### src/rtl/lock_seq_ctrl.sv
// Digit-entry sequencer for the combination lock: compares entered BCD digits
// against a stored code, counts failures, enforces a timed lockout, and reprograms the code.
module lock_seq_ctrl #(
  parameter int                     NDIGITS      = 6,
  parameter logic [4*NDIGITS-1:0]   DEFAULT_CODE = 24'h320474,
  parameter int                     MAX_FAIL     = 3,
  parameter int                     LOCKOUT_CYC  = 16
) (
  input  logic       clk,
  input  logic       rst_n,
  input  logic       digit_valid,
  input  logic [3:0] digit,
  input  logic       relock,
  input  logic       change_req,
  output logic       open_o,
  output logic       closed_o,
  output logic       lockout_o,
  output logic       prog_o,
  output logic       bad_digit_o,
  output logic [2:0] digit_idx_o,
  output logic [2:0] fail_cnt_o
);
  localparam int CW = 4*NDIGITS;
  localparam int TW = $clog2(LOCKOUT_CYC) + 1;

  typedef enum logic [2:0] {S_ENTER, S_OPEN, S_CLOSED, S_LOCKOUT, S_PROG} state_t;

  state_t          r_state;
  logic [CW-1:0]   r_code;
  logic [CW-1:0]   r_shadow;
  logic [2:0]      r_idx;
  logic            r_miss;
  logic [2:0]      r_fail;
  logic [TW-1:0]   r_timer;
  logic            r_bad;

  logic            w_acc;
  logic            w_bad;
  logic            w_last;
  logic [3:0]      w_ref;
  logic [2:0]      w_fail_inc;
  logic [CW-1:0]   w_shift;

  assign w_acc      = digit_valid && (digit <= 4'd9);
  assign w_bad      = digit_valid && (digit >  4'd9);
  assign w_last     = (r_idx == 3'(NDIGITS-1));
  assign w_fail_inc = r_fail + 3'd1;
  assign w_shift    = {r_shadow[CW-5:0], digit};

  // Code nibble for the current position, first digit in the MS nibble.
  always_comb begin
    w_ref = r_code[4*(NDIGITS-1-int'(r_idx)) +: 4];
  end

  always_ff @(posedge clk or negedge rst_n) begin
    if (!rst_n) begin
      r_state  <= S_ENTER;
      r_code   <= DEFAULT_CODE;
      r_shadow <= '0;
      r_idx    <= '0;
      r_miss   <= 1'b0;
      r_fail   <= '0;
      r_timer  <= '0;
      r_bad    <= 1'b0;
    end else begin
      r_bad <= w_bad;
      case (r_state)
        S_ENTER: begin
          if (relock) begin
            r_idx  <= '0;
            r_miss <= 1'b0;
          end else if (w_acc) begin
            if (w_last) begin
              r_idx  <= '0;
              r_miss <= 1'b0;
              if (!r_miss && (digit == w_ref)) begin
                r_state <= S_OPEN;
                r_fail  <= '0;
              end else begin
                if (r_fail != 3'(MAX_FAIL)) r_fail <= w_fail_inc;
                if (w_fail_inc == 3'(MAX_FAIL)) begin
                  r_state <= S_LOCKOUT;
                  r_timer <= TW'(LOCKOUT_CYC-1);
                end else begin
                  r_state <= S_CLOSED;
                end
              end
            end else begin
              r_idx  <= r_idx + 3'd1;
              r_miss <= r_miss | (digit != w_ref);
            end
          end
        end
        S_OPEN: begin
          if (relock) begin
            r_state <= S_ENTER;
          end else if (change_req) begin
            r_state <= S_PROG;
            r_idx   <= '0;
          end
        end
        S_CLOSED: begin
          if (relock) r_state <= S_ENTER;
        end
        S_LOCKOUT: begin
          if (r_timer == '0) begin
            r_state <= S_ENTER;
            r_fail  <= '0;
          end else begin
            r_timer <= r_timer - TW'(1);
          end
        end
        S_PROG: begin
          // Shadow only lands in r_code on a complete pass; relock drops it.
          if (relock) begin
            r_state <= S_ENTER;
            r_idx   <= '0;
          end else if (w_acc) begin
            r_shadow <= w_shift;
            if (w_last) begin
              r_code  <= w_shift;
              r_state <= S_ENTER;
              r_idx   <= '0;
            end else begin
              r_idx <= r_idx + 3'd1;
            end
          end
        end
        default: r_state <= S_ENTER;
      endcase
    end
  end

  assign open_o      = (r_state == S_OPEN);
  assign closed_o    = (r_state == S_CLOSED);
  assign lockout_o   = (r_state == S_LOCKOUT);
  assign prog_o      = (r_state == S_PROG);
  assign bad_digit_o = r_bad;
  assign digit_idx_o = ((r_state == S_ENTER) || (r_state == S_PROG)) ? r_idx : 3'd0;
  assign fail_cnt_o  = r_fail;

endmodule

### config.mk
export PLATFORM = sky130hd
export DESIGN_NAME = lock_seq_ctrl
export DESIGN_NICKNAME = d
export VERILOG_FILES = /design/src/rtl/lock_seq_ctrl.sv
export SDC_FILE = /design/constraint.sdc
export NUM_CORES = 1
export LEC_CHECK = 0
export ABC_AREA = 1
export BUFFER_PORTS_ARGS = -buffer_cell sky130_fd_sc_hd__buf_4
export CAP_MARGIN = 20
export CORE_MARGIN = 10
export CORE_UTILIZATION = 54
export DETAILED_ROUTE_END_ITERATION = 10
export PLACE_DENSITY = 0.87
export SLEW_MARGIN = 20
export SYNTH_ARGS = -nofsm -noshare
export SYNTH_HDL_FRONTEND = slang
export SYNTH_SLANG_ARGS = --single-unit
export TNS_END_PERCENT = 5
### constraint.sdc
create_clock -name clk -period 1.8 [get_ports clk]
set_input_delay 0.45 -clock clk [delete_from_list [all_inputs] [get_ports clk]]
set_output_delay 0.45 -clock clk [all_outputs]
set_load 0.1 [all_outputs]
## Yosys cells after proc, flatten, opt, wreduce, memory -nomap -nowiden

Index checks and enable logic that the tools add are counted.

- $add $sub $neg: 4
- Magnitude comparators: 2
- Eq/ne operators: 24
- Shift-type cells: 1
- Muxes and demuxes: 36
- Bitwise operators: 2
- Reductions and logical operators: 18

Operator list:

| operator | number |
|---|---|
| two-way mux 3 bit | 21 |
| two-way mux 5 bit | 6 |
| variable part select 24 x 6 -> 4 bit | 1 |
| != test 2 bit (second input constant) | 9 |
| case mux 3 bit (5 select lines) | 1 |
| case mux 3 bit (2 select lines) | 2 |
| case mux 5 bit (2 select lines) | 1 |
| equality test 3 x 2 -> 1 bit (second input constant) | 3 |
| != test 3 x 2 -> 1 bit (second input constant) | 3 |
| AND reduction 4 bit | 2 |
| AND reduction 8 bit | 1 |
| AND reduction 7 bit | 1 |
| adder 3 x 1 -> 3 bit (second input constant) | 2 |
| equality test 3 bit (second input constant) | 2 |
| != test 3 bit (second input constant) | 2 |
| AND reduction 6 bit | 1 |
| nonzero test 2 bit | 3 |
| zero test 5 bit | 1 |
| subtractor 5 x 1 -> 5 bit (second input constant) | 1 |
| equality test 4 bit | 1 |
| > comparator 4 bit (second input constant) | 1 |
| less-or-equal comparator 4 bit (second input constant) | 1 |
| two-way mux 1 bit | 4 |
| != test 4 bit | 1 |
| other kinds (14) | 16 |

- Register bits after elaboration: 60
- Input bits: 9
- Output and inout port bits: 11
- Logic and storage cells: 95

## Longest topological paths before layout

Gate-level depths: netlist of the first run.

- Word-level depth: 9
- Depth in mapped cells: 17
- Mapped depth without buffers: 17

## Least setup slack after synthesis of the first run

No wires, ideal clock.

- Path kind: reg2reg
- Start: reg r_state[2]
- End: reg r_idx[2]
- Setup time: 0.077 ns
- Arrival: 3.502 ns
- Required time: 1.723 ns
- Slack: -1.780 ns
- Stages on the path, launching flop included: 7
- Buffers on the path: 0
- Period minus slack after synthesis: 3.580 ns
- Path through: dfrtp_1 nor3_1 nand3_1 o21ai_0 nand2_1 xor2_1 a21oi_1

- Elaborated cells between the ends (all ways): 10
- Those cells by class: 5 x eq/ne; 1 x mux; 4 x reduce/logical

RTL lines:

| what | line | source |
|---|---|---|
| from (decl) | 28 | `state_t r_state;` |
| from (signal assigned) | 57 | `r_state <= S_ENTER;` |
| from (signal assigned) | 77 | `r_state <= S_OPEN;` |
| from (signal assigned) | 82 | `r_state <= S_LOCKOUT;` |
| equality test 3 x 1 -> 1 bit (*) | n/a |  |
| named net open_o | 15 | `output logic open_o,` |
| != test 2 bit (no line) or nonzero test 2 bit (tied branches) | n/a |  |
| AND reduction 4 bit (no line) | n/a |  |
| to (signal assigned) | 89 | `r_idx <= r_idx + 3'd1;` |
| to (signal assigned) | 125 | `r_idx <= r_idx + 3'd1;` |
| to (decl) | 31 | `logic [2:0] r_idx;` |

Mark *: on every way through the listed nets, which the timed path passes. The rest lies on a longest branch.
A chain may end at the register's enable or synchronous reset.

## Worst setup path in the final report of the first run

- Start: reg r_idx[2]
- End: reg r_miss

- Cells in the longest elaborated chain, start to end: 7
- Elaborated cells between the ends (all ways): 8
- Those cells by class: 1 x add/sub; 2 x eq/ne; 1 x shift; 3 x mux; 1 x bitwise

Ends and longest elaborated chain:

| what | line | source |
|---|---|---|
| subtractor 3 x 3 -> 4 bit | 52 | `w_ref = r_code[4*(NDIGITS-1-int'(r_idx)) +: 4];` |
| variable part select 24 x 6 -> 4 bit | 52 |  |
| != test 4 bit | 90 | `r_miss <= r_miss \| (digit != w_ref);` |
| bitwise OR 1 bit | 90 |  |
| two-way mux 1 bit (*) | 73 | `if (w_last) begin` |
| two-way mux 1 bit (*) | 72 | `end else if (w_acc) begin` |
| two-way mux 1 bit (*) | 69 | `if (relock) begin` |
| to (signal assigned) | 90 |  |
| to (decl) | 32 | `logic r_miss;` |

Mark *: on every way between the ends. The rest lies on a longest branch, timed or not. The select of a mux whose other input is x is not followed.

==> flow_summary.toml, run 1 <==
[power_and_ir_drop]
p_leak_nw = 1.915
ir_worst_vdd_mv = 1.276
finalPower_mw = 6.562
power.density_nw_per_um2 = 1628

[clock_network]
cts_hold_buf = 0
h-tree-depth = 3
clock_latency_ns = 0.34
clk_path_buf_depth = 2
cts_tree = "done"
cts.sinks = 60
cts.clk_slew.worst_paths_ns = 0.07
root_buffer = "clkbuf_8"
cts_buffers = 9

[placement]
post_dp_cell_area_um2 = 3602
dpl.hpwl_um = 4923
numPortBuffers = 19
gp_congestion = 0.8888

[route]
drtIter0Drc = 328
routedWlPerCell_um = 15.90
wl_met1_um = 3145
met3WireLength_um = 619
vias = 2957
wl_met2_um = 3999
dr.pass1.iters = 6
drcViolationCount = 0
ant_nets = 0
via_per_inst = 5.742
highest_layer = "met4"
routed_wirelength_um = 8190

[timing]
final.setup.tns_ns = -2.983
finalMaxSlewViolations = 0
max_freq_mhz = 471.1
period_share_pct = 117.9
worstMarginPinSlew_ns = 0.3940
final_hold_viol_count = 0
grt_setup_unrepaired = "true"
slew_headroom_pct = 73.46
finalWorstSetupSlack_ns = -0.3227
period_minus_slack_ns = 2.123
setup_viol = 13
fin_skew_ns = 0.01464

[global_routing]
grt_pass1_wl_um = 13060
grtUsageTotal_pct = 17.99
grt_max_degree = 45
antenna_found_initial = 0
first_global_vias = 2853
grt.overflow.total = 0

[worst_setup_path]
slowest_stage = "dfrtp_1"
reg2reg_slack_ns = -0.32
endpoint_kind = "flop"
crit_top_cell = "nand2_1"
worst-path-buf-inv = 3
cp_max_fo = 5
r2r_end = "r_miss"
reg2reg_depth = 15
max_stage_delay_ns = 0.42
critPathRequiredTime_ns = 2.02
r2r-start = "r_idx[2]"
critPathTopFamily = "simple AND/OR/NAND/NOR gates"
start_kind = "flop"
criticalPathCategory = "flop to flop"
cp.arrival_ns = 2.34
critical_path.cell_chain = "ha_4, buf_6, nor2_1, nand2_1, nand2_1, nand2_1, nand2_1, nand2_1, nand2_1, nand2_1, inv_2, nand3_4, buf_4, nand4_1, o21ai_0"

[yosys]
ys_seq_elements = 60
synth.distinct_cells = 36
synth_area_per_cell_um2 = 7.996
yosysWarnings = 0
synth_ff_type = "dfrtp_1"
synth_nets = 406
ys_async_sr_fraction_pct = 100.0
yosys.area.top_type = "dfrtp_1"
synthesis.area_um2 = 3110
synth_top_area_share_pct = 41.83
synth_edf_count = 0
synth_seq_area_share_pct = 48.59
synthCells = 389
synth_area_leaders = "dfrtp_1, nand2_1, o21ai_0, inv_1, dfstp_2"

[worst_hold_path]
hold_class = "input port to async pin"

[floorplanning]
num_rows = 27
die_h_um = 95.90
io_pins = 20
die_w_um = 95.90
coreArea_um2 = 5540
die-area_um2 = 9196
start_util_pct = 56.14

[run]
cap_violations = 0

[status]
outcome = "complete, but fails checks"
violations = "negative setup slack"

[final_layout]
utilization_pct = 72.74
diodes = 0
area_growth_pct = 29.57
stdcell_area_um2 = 4030
drive_gt1_share_pct = 29.57
finish.net_count = 456
-- state kept, by name, summed over array words and instances (netlist names) --
register,flops
bad_digit_o,1
fail_cnt_o,3
r_code,24
r_idx,3
r_miss,1
r_shadow,20
r_state,3
r_timer,5
-- placed cells by master, fill, tap and decap left out, drive strengths merged --
master,n
buf,49
o2111ai,1
nand4,9
o31ai,1
xor2,1
nor3,5
inv,64
or2,5
nor4,2
a21oi,6
o211ai,3
nand2,110
o21ai,55
nand3,23
clkbuf,11
ha,8
o21a,1
a21boi,1
dfrtp,52
clkinvlp,2
nor2,24
dfstp,8
clkinv,2
-- final cells by class --
class	instances	area, um^2
Sequential cell	60	1514
Clock inverter	4	25.02
Clock buffer	11	151.4
Multi-Input combinational cell	255	1481
Fill cell	360	1510
Timing Repair Buffer	49	520.5
Tap cell	72	90.09
Inverter	64	247.7
-- cells by family after synthesis --
| logic type | share of synthesized area [%] |
|---|---|
| buf+inv | 9.372 |
| flops | 48.59 |
| compound gates | 11.79 |
| xor+xnor | 0.2816 |
| simple gates | 26.75 |
| fa+ha+maj | 3.218 |
-- report_power, final --
part / switching (mW) / internal [mW]
logic: 2.30 / 1.26
clock network: 0.536 / 0.561
registers: 0.241 / 1.66
-- Yosys cell counts, drive strengths merged (5+ instances only) --
cell / instances
nand2: 110
inv: 64
o21ai: 55
dfrtp: 52
nor2: 24
nand3: 23
nand4: 9
dfstp: 8
ha: 8
a21oi: 6
clkbuf: 6
nor3: 5
or2: 5
-- through the flow --
step | hold slack (ns) | setup slack [ns] | cells
after global placement | 0.3939 | -0.1698 | 497
after floorplan | 0.1544 | -0.3889 | 389
final | 0.02717 | -0.3227 | 515
after detailed placement | 0.3991 | -0.3128 | 497
after CTS | 0.03663 | -0.1901 | 512
after global routing | 0.04903 | -0.4093 | 515
-- worst max path at each step --
stage / slack (ns) / startpoint / endpoint / cells after the start
floorplan: -0.39 / r_state[1] / r_timer[3] / 7
global placement: -0.17 / r_idx[1] / fail_cnt_o[0] / 14
detailed placement: -0.31 / r_idx[1] / fail_cnt_o[0] / 14
CTS: -0.19 / r_idx[2] / fail_cnt_o[0] / 15
global route: -0.41 / r_idx[1] / fail_cnt_o[2] / 17
finish: -0.32 / r_idx[2] / r_miss / 15
-- repair_timing --
item,in CTS,in global routing
buffers inserted,0,3
pin swaps,4,16
setup endpoints to repair,18,42
gates resized for setup,33,34
-- per-layer routing --
| layer | global-route usage (%) | up-vias |
|---|---|---|
| li1 | - | 1340 |
| met1 | 21.37 | 1399 |
| met2 | 29.12 | 172 |
| met3 | 3.658 | 46 |
| met4 | 11.67 | 0 |
| met5 | 0 | - |
(Power assumes the default switching activity.)
==> run 2: changes to the inputs <==
CORE_UTILIZATION = 65   (was 54)
PLACE_DENSITY = 0.95   (was 0.87)
SETUP_SLACK_MARGIN = 0.4   (was default)
clock period = 2.5 ns   (was 1.8 ns; I/O delays follow)
==> run 2 against run 1 <==
Effect of this change: the run now ends clean; largest power group unchanged; critical endpoint is now fail_cnt_o[2]; clock skew fell by 0.0069 ns; routed wire length fell by 8.3%; utilization rose by 4.6 points.
==> flow_summary.toml, run 2 (synthesized netlist as in run 1, its figures left out) <==
[global_routing]
globalRouteMet3Util_pct = 4.284
antenna_found_initial = 0
grtUsageMet1_pct = 23.12
grt_pass1_wl_um = 12120
grtUsageTotal_pct = 19.72
met2_usage_pct = 32.01
grt_max_degree = 61
grt.busiest_layer = "met2"
first_global_vias = 2721
grt.overflow.total = 0

[floorplanning]
io_pins = 20
start_util_pct = 66.29
coreArea_um2 = 4692
die-area_um2 = 7952
num_rows = 25
die_w_um = 89.18
die_h_um = 89.18

[route]
ant_nets = 0
via_per_inst = 5.853
vias = 2786
routedWlPerCell_um = 15.77
routed_wirelength_um = 7507
dr.pass1.iters = 5
drcViolationCount = 0
drtIter0Drc = 337

[timing]
final_hold_viol_count = 0
slew_headroom_pct = 51.55
fin_skew_ns = 0.007717
max_freq_mhz = 464.6
finalMaxSlewViolations = 0
period_minus_slack_ns = 2.152
setup_viol = 0
final.setup.tns_ns = 0
hold_ws_ns = 0.3450
worstMarginPinSlew_ns = 0.7267
grt_setup_unrepaired = "true"
period_share_pct = 86.10

[worst_setup_path]
r2r-start = "r_idx[1]"
reg2reg_slack_ns = 0.35
cp_max_fo = 5
criticalPathCategory = "flop to flop"
reg2reg_depth = 16
critPathRequiredTime_ns = 2.73
r2r_end = "fail_cnt_o[2]"
cp.arrival_ns = 2.39
start_kind = "flop"
endpoint_kind = "flop"

[final_layout]
largest_register_ff_count = 24
diodes = 0
area_growth_pct = 16.73
top_register = "r_code"
finish.net_count = 435
mostFrequentLayoutCell = "nand2_1"
stdcell_area_um2 = 3631
utilization_pct = 77.39
top_regs = "r_code (24), r_shadow (20), r_timer (5)"
final_cell_mix = "nand2_1, inv_1, dfrtp_1"
drive_gt1_share_pct = 22.99

[placement]
numPortBuffers = 19
gp_congestion = 1.008
post_dp_cell_area_um2 = 3336
dpl.hpwl_um = 4774

[clock_network]
clock_latency_ns = 0.34
cts_tree = "done"
clk_path_buf_depth = 2
cts.clk_slew.worst_paths_ns = 0.06
cts.sinks = 60
root_buffer = "clkbuf_8"
cts_hold_buf = 0
cts_buffers = 9
h-tree-depth = 3

[power_and_ir_drop]
switchingPower_mw = 2.030
swShare_pct = 48.16
clkPwrFrac_pct = 16.8
ir_worst_vdd_mv = 1.059
power.density_nw_per_um2 = 1161
intPower_mw = 2.185
p_seq_share_pct = 32.3
p_leak_nw = 1.757
p_comb_share_pct = 50.9

[worst_hold_path]
hold_class = "input port to async pin"

[status]
outcome = "complete, no violations"

[run]
cap_violations = 0
## run 2: through the flow
stage	total power, mW	instances	setup WS (ns)
after floorplan	2.802	389	0.007111
after global placement	3.137	456	0.2299
after detailed placement	3.222	456	0.1147
after CTS	3.978	472	0.3609
after global routing	4.499	476	0.2408
final	4.216	476	0.3475
## run 2: power groups by stage
stage / clock [mW] / sequential (mW) / combinational, mW
6_report: 0.709 / 1.36 / 2.15
4_1_cts: 0.711 / 1.35 / 1.92
2_1_floorplan: 0 / 1.49 / 1.31
3_5_place_dp: 0 / 1.37 / 1.86
3_3_place_gp: 0 / 1.35 / 1.78
5_1_grt: 0.767 / 1.39 / 2.34
## run 2: routing by layer
metal | vias up | routed length [um]
met5 | - | 0
met4 | 0 | 373
met3 | 43 | 492
met2 | 140 | 3646
met1 | 1306 | 2994
li1 | 1297 | -
## run 2: critical path: stages (launching register included)
cell	delay, ns
dfrtp_1	0.41
inv_4	0.06
ha_4	0.33
buf_6	0.13
nand3_4	0.07
nand2_2	0.09
nand2_2	0.06
nand2_2	0.09
nand2_2	0.06
nand2_2	0.08
nand2_2	0.06
nor2_4	0.16
nand3_4	0.14
nand3_4	0.11
nand2_4	0.07
nand2_1	0.07
nand2_1	0.05
## run 2: what timing repair did
action	CTS	global route
setup buffers	1	4
hold endpoints to repair	0	0
endpoints found under the setup margin	13	13
pin swaps	0	15
resized for setup	8	26
## run 2: cell type report
class / count / area, um^2
inverter: 64 / 247.7
tap: 54 / 67.56
multi-input combinational: 255 / 1434
fill: 255 / 1061
timing repair buffer: 28 / 217.7
clock buffer: 12 / 135.1
clock inverter: 3 / 15.01
sequential: 60 / 1514
## run 2: worst max-delay path by stage
stage / to / cells after the start / slack (ns) / startpoint
final: fail_cnt_o[2] / 16 / 0.35 / r_idx[1]
after global routing: fail_cnt_o[1] / 16 / 0.24 / r_idx[1]
after CTS: fail_cnt_o[1] / 15 / 0.36 / r_idx[1]
after detailed placement: fail_cnt_o[1] / 15 / 0.11 / r_idx[1]
after global placement: fail_cnt_o[1] / 14 / 0.23 / r_idx[1]
after floorplan: digit_idx_o[1] / 3 / 0.007 / r_state[1]
